<file path="src/rtl/vector_pkg.sv">
// Shared vector-word layout and command encoding for the vector sequencer.
package vector_pkg;

  localparam int unsigned X_MSB    = 17;
  localparam int unsigned X_LSB    = 10;
  localparam int unsigned Y_MSB    = 9;
  localparam int unsigned Y_LSB    = 2;
  localparam int unsigned LINE_BIT = 1;
  localparam int unsigned POS_BIT  = 0;
  localparam int unsigned FIELD_W  = X_MSB - X_LSB + 1;
  localparam int unsigned WORD_W   = X_MSB + 1;

  typedef enum logic [1:0] {
    CMD_NOP  = 2'b00,
    CMD_MOVE = 2'b01,
    CMD_DRAW = 2'b10,
    CMD_END  = 2'b11
  } cmd_e;

  // Field order mirrors the bit positions above: x, y, {line,pos}.
  typedef struct packed {
    logic [FIELD_W-1:0] x;
    logic [FIELD_W-1:0] y;
    cmd_e               cmd;
  } vec_word_t;

  function automatic vec_word_t decode_word(input logic [WORD_W-1:0] w);
    vec_word_t d;
    d.x   = w[X_MSB:X_LSB];
    d.y   = w[Y_MSB:Y_LSB];
    d.cmd = cmd_e'({w[LINE_BIT], w[POS_BIT]});
    return d;
  endfunction

endpackage

</file>
<file path="src/rtl/vector_clamp.sv">
// Combinational clamp of one unsigned coordinate into [FRAME_MIN, FRAME_MAX].
module vector_clamp #(
  parameter int unsigned WIDTH     = 8,
  parameter int unsigned FRAME_MIN = 0,
  parameter int unsigned FRAME_MAX = 255
) (
  input  logic [WIDTH-1:0] val_i,
  output logic [WIDTH-1:0] val_c
);

  localparam logic [WIDTH:0]   LO_EXT = (WIDTH+1)'(FRAME_MIN);
  localparam logic [WIDTH:0]   HI_EXT = (WIDTH+1)'(FRAME_MAX);
  localparam logic [WIDTH-1:0] LO_N   = WIDTH'(FRAME_MIN);
  localparam logic [WIDTH-1:0] HI_N   = WIDTH'(FRAME_MAX);

  logic [WIDTH:0] ext_c;
  assign ext_c = {1'b0, val_i};

  // "val+1 <= MIN" is "val < MIN" without a constant-false compare when MIN is 0.
  always_comb begin
    val_c = val_i;
    if ((ext_c + (WIDTH+1)'(1)) <= LO_EXT) begin
      val_c = LO_N;
    end else if (ext_c > HI_EXT) begin
      val_c = HI_N;
    end
  end

endmodule

</file>
<file path="src/rtl/vector_sequencer.sv">
// Walks a vector list in RAM, tracks the pen, and hands clamped line segments
// to a line drawer over a valid/ready handshake.
module vector_sequencer
  import vector_pkg::*;
#(
  parameter int unsigned OUT_WIDTH = 8,
  parameter int unsigned ADR_WIDTH = 16,
  parameter int unsigned DATAWIDTH = 18,
  parameter int unsigned FRAME_MIN = 0,
  parameter int unsigned FRAME_MAX = 255
) (
  input  logic                 clk,
  input  logic                 rst,
  input  logic                 draw_frame,
  output logic                 frame_done,
  output logic [ADR_WIDTH-1:0] adrREAD,
  input  logic [DATAWIDTH-1:0] dataREAD,
  output logic [OUT_WIDTH-1:0] x0,
  output logic [OUT_WIDTH-1:0] y0,
  output logic [OUT_WIDTH-1:0] x1,
  output logic [OUT_WIDTH-1:0] y1,
  output logic                 line_valid,
  input  logic                 line_ready,
  output logic [2:0]           state_debug
);

  typedef enum logic [2:0] {
    S_IDLE      = 3'd0,
    S_FETCH     = 3'd1,
    S_WAIT_RD   = 3'd2,
    S_DECODE    = 3'd3,
    S_ISSUE     = 3'd4,
    S_FRAME_END = 3'd5,
    S_HOLDOFF   = 3'd6
  } state_e;

  localparam logic [ADR_WIDTH-1:0] ADR_LAST = '1;

  state_e               state_q, state_d;
  logic [ADR_WIDTH-1:0] adr_q, adr_d;
  logic [OUT_WIDTH-1:0] pen_x_q, pen_x_d, pen_y_q, pen_y_d;
  logic [OUT_WIDTH-1:0] x0_q, x0_d, y0_q, y0_d, x1_q, x1_d, y1_q, y1_d;
  logic                 line_valid_q, line_valid_d;
  logic                 frame_done_q, frame_done_d;
  logic                 last_q, last_d;

  vec_word_t            word_c;
  logic [OUT_WIDTH-1:0] x_raw_c, y_raw_c, x_clamp_c, y_clamp_c;
  logic                 advance_c;

  assign word_c  = decode_word(dataREAD[WORD_W-1:0]);
  assign x_raw_c = OUT_WIDTH'(word_c.x);
  assign y_raw_c = OUT_WIDTH'(word_c.y);

  vector_clamp #(
    .WIDTH     (OUT_WIDTH),
    .FRAME_MIN (FRAME_MIN),
    .FRAME_MAX (FRAME_MAX)
  ) u_clamp_x (
    .val_i (x_raw_c),
    .val_c (x_clamp_c)
  );

  vector_clamp #(
    .WIDTH     (OUT_WIDTH),
    .FRAME_MIN (FRAME_MIN),
    .FRAME_MAX (FRAME_MAX)
  ) u_clamp_y (
    .val_i (y_raw_c),
    .val_c (y_clamp_c)
  );

  // Next-state and datapath updates.
  always_comb begin
    state_d      = state_q;
    adr_d        = adr_q;
    pen_x_d      = pen_x_q;
    pen_y_d      = pen_y_q;
    x0_d         = x0_q;
    y0_d         = y0_q;
    x1_d         = x1_q;
    y1_d         = y1_q;
    line_valid_d = line_valid_q;
    frame_done_d = 1'b0;
    last_d       = last_q;
    advance_c    = 1'b0;

    case (state_q)
      S_IDLE: begin
        adr_d   = '0;
        pen_x_d = '0;
        pen_y_d = '0;
        last_d  = 1'b0;
        if (draw_frame) begin
          state_d = S_FETCH;
        end
      end
      S_FETCH:   state_d = S_WAIT_RD;
      S_WAIT_RD: state_d = S_DECODE;
      S_DECODE: begin
        last_d = (adr_q == ADR_LAST);
        case (word_c.cmd)
          CMD_MOVE: begin
            pen_x_d   = x_clamp_c;
            pen_y_d   = y_clamp_c;
            advance_c = 1'b1;
          end
          CMD_DRAW: begin
            x0_d         = pen_x_q;
            y0_d         = pen_y_q;
            x1_d         = x_clamp_c;
            y1_d         = y_clamp_c;
            line_valid_d = 1'b1;
            state_d      = S_ISSUE;
          end
          CMD_END: begin
            state_d      = S_FRAME_END;
            frame_done_d = 1'b1;
          end
          default: advance_c = 1'b1;
        endcase
      end
      S_ISSUE: begin
        if (line_valid_q && line_ready) begin
          pen_x_d      = x1_q;
          pen_y_d      = y1_q;
          line_valid_d = 1'b0;
          advance_c    = 1'b1;
        end
      end
      S_FRAME_END: state_d = S_HOLDOFF;
      S_HOLDOFF: begin
        if (!draw_frame) begin
          state_d = S_IDLE;
        end
      end
      default: state_d = S_IDLE;
    endcase

    // The last RAM word ends the frame instead of wrapping the address.
    if (advance_c) begin
      if (last_d) begin
        state_d      = S_FRAME_END;
        frame_done_d = 1'b1;
      end else begin
        adr_d   = adr_q + ADR_WIDTH'(1);
        state_d = S_FETCH;
      end
    end
  end

  always_ff @(posedge clk or posedge rst) begin
    if (rst) begin
      state_q      <= S_IDLE;
      adr_q        <= '0;
      pen_x_q      <= '0;
      pen_y_q      <= '0;
      x0_q         <= '0;
      y0_q         <= '0;
      x1_q         <= '0;
      y1_q         <= '0;
      line_valid_q <= 1'b0;
      frame_done_q <= 1'b0;
      last_q       <= 1'b0;
    end else begin
      state_q      <= state_d;
      adr_q        <= adr_d;
      pen_x_q      <= pen_x_d;
      pen_y_q      <= pen_y_d;
      x0_q         <= x0_d;
      y0_q         <= y0_d;
      x1_q         <= x1_d;
      y1_q         <= y1_d;
      line_valid_q <= line_valid_d;
      frame_done_q <= frame_done_d;
      last_q       <= last_d;
    end
  end

  assign frame_done  = frame_done_q;
  assign adrREAD     = adr_q;
  assign x0          = x0_q;
  assign y0          = y0_q;
  assign x1          = x1_q;
  assign y1          = y1_q;
  assign line_valid  = line_valid_q;
  assign state_debug = state_q;

endmodule

</file>
<file path="config.mk">
export PLATFORM = sky130hd
export DESIGN_NAME = vector_sequencer
export DESIGN_NICKNAME = d
export VERILOG_FILES = /design/src/rtl/vector_pkg.sv /design/src/rtl/vector_clamp.sv /design/src/rtl/vector_sequencer.sv
export SDC_FILE = /design/constraint.sdc
export NUM_CORES = 1
export LEC_CHECK = 0
export CAP_MARGIN = 10
export CORE_MARGIN = 4
export CORE_UTILIZATION = 45
export CTS_BUF_LIST = sky130_fd_sc_hd__clkbuf_8
export DETAILED_ROUTE_END_ITERATION = 10
export PLACE_DENSITY = 0.74
export SYNTH_ARGS = -nofsm -noshare
export SYNTH_HDL_FRONTEND = slang
export SYNTH_HIERARCHICAL = 1
export SYNTH_SLANG_ARGS = --single-unit
export TNS_END_PERCENT = 10
</file>
<file path="constraint.sdc">
create_clock -name clk -period 2.6 [get_ports clk]
set_clock_uncertainty 0.05 [all_clocks]
set_input_delay 0.26 -clock clk [delete_from_list [all_inputs] [get_ports clk]]
set_output_delay 0.26 -clock clk [all_outputs]
set_load 0.02 [all_outputs]
</file>
### After elaboration in Yosys (flattened, before gate mapping)

Cells that the tools add are included.

| storage, ports and cells | value |
|---|---|
| output and inout port bits | 53 |
| register bits after elaboration | 70 |
| input port bits | 22 |
| logic and storage cells | 74 |

| operators by class | value |
|---|---|
| add/sub/neg operators | 3 |
| eq/ne operators | 17 |
| reduce and logical (&&, ||, !) cells | 9 |
| magnitude comparators | 4 |
| muxes and demuxes | 30 |

Operators with widths:

| kind | count |
|---|---|
| 2-to-1 mux 8 bit | 8 |
| 2-to-1 mux 16 bit | 3 |
| one-hot mux 8 bit (3 select lines) | 2 |
| one-hot mux 3 bit (7 select lines) | 1 |
| adder 8 x 1 -> 9 bit, second input constant | 2 |
| less-or-equal comparator 9 x 1 -> 1 bit, second input constant | 2 |
| adder 16 x 1 -> 16 bit, second input constant | 1 |
| == test 16 bit, second input constant | 1 |
| greater-than comparator 8 bit, second input constant | 2 |
| 2-to-1 mux 3 bit | 4 |
| == test 3 bit, second input constant | 3 |
| 2-to-1 mux 1 bit | 8 |
| == test 3 x 2 -> 1 bit, second input constant | 2 |
| inequality test 2 bit, second input constant | 3 |
| inequality test 3 bit, second input constant | 2 |
| one-hot mux 1 bit (2 select lines) | 3 |
| one-hot mux 3 bit (2 select lines) | 1 |
| AND reduction 3 bit | 2 |
| == test 2 bit, second input constant | 2 |
| inequality test 4 bit, second input constant | 1 |
| AND reduction 4 bit | 1 |
| == test 3 x 1 -> 1 bit, second input constant | 1 |
| logical NOT 3 bit | 1 |
| nonzero test 3 bit | 1 |
| other kinds (6) | 6 |

### Depth between registers and ports, before layout

| depth | value |
|---|---|
| depth in word-level cells | 6 |
| mapped depth | 7 |
| mapped depth without buffers | 5 |

### By module

The synthesis kept the hierarchy.

By module, submodules not included:

| module | cells each | area an instance (µm²) | sequential area each (µm²) | instances |
|---|---|---|---|---|
| vector_sequencer | 257 | 3045.4 | 1751.7 | 1 |
| vector_clamp | 8 | 30.0 | 0.0 | 2 |

### Least setup slack after synthesis

Ideal clock, no wire load.

| timing path | value |
|---|---|
| kind | register to register |
| start | reg state_q[0], in the netlist state_debug[0] |
| end | reg x0_q[0], in the netlist x0[0] |
| library setup time | 125 ps |
| cell stages (with the launch flop) | 7 |
| path slack | 478 ps |
| clock period less this slack | 2122 ps |
| buffers on the path | 3 |
| arrival | 1947 ps |
| required time | 2425 ps |
| cell sequence | dfrtp_1 -> buf_2 -> and3b_1 -> buf_2 -> nor3b_2 -> buf_4 -> mux2_2 |

| on the way | value |
|---|---|
| word-level cells in the longest chain between the ends | 2 |

RTL lines:

| item | line | source |
|---|---|---|
| start: declaration | vector_sequencer.sv:39 | `state_e state_q, state_d;` |
| start signal: assignment | vector_sequencer.sv:166 | `state_q <= state_d;` |
| == test 3 x 2 -> 1 bit | vector_sequencer.sv:88 | `case (state_q)` |
| AND reduction 2 bit (no source line) | -- |  |
| end signal: assignment | vector_sequencer.sv:158 | `x0_q <= '0;` |
| end signal: assignment | vector_sequencer.sv:170 | `x0_q <= x0_d;` |
| end: declaration | vector_sequencer.sv:42 | `logic [OUT_WIDTH-1:0] x0_q, x0_d, y0_q, y0_d, x1_q, x1_d, y1_q, y1_d;` |

No other way between the ends.
A chain may end at the register's enable or synchronous reset.

### Worst setup path in the final report

| timing path | value |
|---|---|
| start | reg state_q[1], in the netlist state_debug[1] |
| end | reg adr_q[3], in the netlist adrREAD[3] |

| on the way | value |
|---|---|
| word-level cells in the longest chain between the ends | 4 |

RTL lines:

| item | line | source |
|---|---|---|
| == test 3 x 2 -> 1 bit or logical NOT 3 bit (tied branches) | vector_sequencer.sv:88 |  |
| one-hot mux 1 bit (2 select lines) or 2-to-1 mux 16 bit (tied branches) | vector_sequencer.sv:88 |  |
| 2-to-1 mux 16 bit | vector_sequencer.sv:142 | `if (last_d) begin` |
| 2-to-1 mux 16 bit (*) | vector_sequencer.sv:141 | `if (advance_c) begin` |
| named net adr_d[3] | vector_sequencer.sv:40 | `logic [ADR_WIDTH-1:0] adr_q, adr_d;` |
| end signal: assignment | vector_sequencer.sv:167 | `adr_q <= adr_d;` |
| end: declaration | vector_sequencer.sv:40 |  |

The timed path passes the listed nets; every way through them passes the cells marked *.

==> impl_metrics.csv <==
group,metric,value,unit
layout,final_common_cell,"clkdlybuf4s50_1",
setup_path,worst_path_largest_cell_delay,570,ps
yosys,synth_top_area_cell,"dfrtp_1",
cts,clock_latency,330,ps
layout,synthToLayoutAreaGrowth,32.5,%
cts,root_buffer,"clkbuf_8",
sta,rsz0062_at_grt,"false",
yosys,ys_ff_latch,70,
cts,cts_buffers,9,
cts,worst_setup_hold_path_clk_slew,70,ps
routing,final_antenna_net_count,0,
sta,slew-limit-headroom,53.0,%
yosys,yosysSeqAreaShare,56.4,%
grt,grt_max_degree,41,
hold_path,holdCritPathClass,"in -> async",
yosys,synth_top_family_by_area,"compound AO/OA/AOI/OAI gates",
sta,fin_crit_sh,89.3,%
setup_path,cp_data_arrival_time,2530,ps
floorplan,die_area,8290,µm²
sta,drv_slew,0,
grt,gr-total-overflow,0,
setup_path,r2r_end,"adrREAD[3]$_DFF_PP0_",
cts,clock_path_buffers,2,
layout,n_antenna_cell,0,
yosys,synthAdderAreaFrac,0.403,%
placement,dpl_cell_area,3890,µm²
routing,totalWireLength,6820,µm
sta,finalSetupTns,0,ps
routing,drc,0,
layout,final_cells,421,
floorplan,initial_utilization,46.0,%
yosys,synthTopCellsByArea,"dfrtp_1 (56%), mux2_2 (12%), o21ai_0 (3.9%)",
setup_path,crit_type,"reg -> reg",
floorplan,core,6760,µm²
setup_path,r2r_cells,7,
yosys,synth_top_area_share,56.4,%
setup_path,critPathRequiredTime,2810,ps
routing,dr.pass1.iters,5,
floorplan,io_pins,75,
yosys,synth_compound_area_share,14.6,%
setup_path,startpoint,"state_debug[1]$_DFFE_PP0P_",
power,power.leakage,1.76,nW
outcome,outcome,"finished, final reports clean",
routing,dr.first_iter.drc_count,127,
run,maxCapViolCount,0,
sta,hold_violations,0,
yosys,synthMuxAreaShare,12.6,%
power,finalPower,4.11,mW
cts,post_cts_resized,0,
yosys,synth_nets,296,
floorplan,die_w,91.1,µm
grt,grt_pass1_vias,2354,
cts,htreeDepth,3,
placement,placed_cells,406,
yosys,synth_cells,273,
sta,period_minus_slack,2320,ps
layout,stdcell_area,4120,µm²
placement,routabilityCongestion,0.747,
setup_path,cp-start-kind,"flip-flop",
grt,antenna_found_initial,0,
yosys,ys_types,39,
floorplan,dieHeight,91.1,µm
sta,postLayoutSetupSlackWorst,279,ps
setup_path,cp_common_cell,"buf_4",
sta,final-setup-viol-count,0,
placement,preCtsSetupSlack,301,ps
yosys,syn_area_per_cell,11.4,µm²
setup_path,crit_chain,"and3b_1 -> buf_4 -> nand4_1 -> o211ai_4 -> buf_4 -> o21ai_0 -> a21oi_1",
setup_path,crit_path_top_delay_cell,"dfrtp_1",
layout,drive_above_1_share,18.2,%
power,peakVddDrop,661,µV
cts,cts_tree,"done",
placement,hpwl,4770,µm
floorplan,rows,30,
placement,numPortBuffers,74,
yosys,yosys_warnings,6,
sta,worstMarginPinSlew,699,ps
grt,grt_pass1_wl,11400,µm
cts,clock-sinks,70,
routing,route.vias.total,2308,
setup_path,crit-reg2reg-launch,"state_debug[1]$_DFFE_PP0P_",
yosys,synthXorXnorAreaFrac,0.564,%
power,p_per_area,999,nW/µm²
setup_path,crit_path_end_kind,"flip-flop",
layout,fin_nets,360,
yosys,yosys.area_share.simple,10.4,%
routing,routedWlPerCell,16.2,µm
setup_path,r2r_slack,280,ps
grt,grtUsageTotal,17.3,%
layout,layout_common_cells,"clkdlybuf4s50_1 (74), dfrtp_1 (70), mux2_2 (32)",
cts,holdBufCountCts,0,
yosys,netlist_area,3110,µm²
routing,vias_per_cell,5.48,
cts,postCtsSetupBuffers,0,
sta,fmax,431,MHz
setup_path,worstPathMaxFanout,15,
[critical path: cells and delay by family, from the launching register on]
family / cells / cell delay (ps)
AOI/OAI and AO/OA: 3 / 690
buffers and inverters: 2 / 460
DFF: 1 / 570
and+or+nand+nor: 2 / 470
[Yosys cell counts, drive strengths merged]
cell type  instances
clkbuf            23
o21a               1
a32o               2
a311o              1
a211oi             1
a31oi              1
nor4               2
o31ai              6
nor2               3
nor3b              2
a21o               2
o311ai             1
a21oi              5
nand4              4
or3                3
nand2             27
or4                2
o211ai             6
buf                7
nor3               3
o41ai              1
o21ai             24
nand3             10
xor2               1
ha                 1
and4               2
a22oi             16
mux2              32
and3               1
mux2i              3
xnor2              1
inv                7
and3b              1
dfrtp             70
nand4b             1
[registers in the layout, summed over array words and instances (netlist names)]
register and cells:
pen_x_q 8, frame_done 1, pen_y_q 8, x1 8
y0 8, line_valid 1, adrREAD 16, x0 8
last_q 1, y1 8, state_debug 3
[where the power goes]
group,leakage [nW],total (mW),switching [mW],internal (mW)
logic,0.713,1.47,0.771,0.698
clock network,0.113,0.969,0.405,0.564
registers,0.938,1.67,0.263,1.41
[cell type report]
cell class | count | area [µm²]
fillers | 542 | 2640
flip-flops and latches | 70 | 1750
multi-input cells | 166 | 1210
repair buffers | 83 | 808
clock buffers | 10 | 138
well taps | 80 | 100
clock inverters | 5 | 82.6
inverters | 7 | 26.3
[routing by layer]
layer | up-vias | global-route usage (%) | part of all wire [%]
met1 | 1129 | 23.1 | 45
met2 | 61 | 27.0 | 50
met3 | 6 | 4.89 | 4.7
li1 | 1112 | - | -
met5 | - | 0 | 0
met4 | 0 | 6.41 | 1.1
[how the worst max path moves through the flow]
stage	endpoint	slack [ps]	cells past startpoint
final	adrREAD[3]$_DFF_PP0_	280	7
after global routing	adrREAD[3]$_DFF_PP0_	110	7
after CTS	adrREAD[3]$_DFF_PP0_	300	7
after detailed placement	adrREAD[3]$_DFF_PP0_	300	7
after global placement	adrREAD[4]$_DFF_PP0_	430	7
after floorplan	x0[0]$_DFFE_PP0P_	480	6
[per-stage QoR]
| stage | util [%] | hold slack (ps) |
|---|---|---|
| 6_report | 60.9 | 273 |
| 5_1_grt | 60.9 | 305 |
| 4_1_cts | 60.9 | 271 |
| 3_5_place_dp | 57.6 | 415 |
| 3_3_place_gp | 57.6 | 407 |
| 2_1_floorplan | - | 365 |
[kinds of logic (layout without fill, tap and decap cells)]
logic type                 after synthesis  after routing
adders and majority gates                1              1
AOI/OAI and AO/OA                       67             67
xor gates and xnor gates                 2              2
muxes                                   35             35
and+or+nand+nor                         61             61
DFF                                     70             70
buffers and inverters                   37            105
No activity file was read; power rests on OpenSTA's default activity.
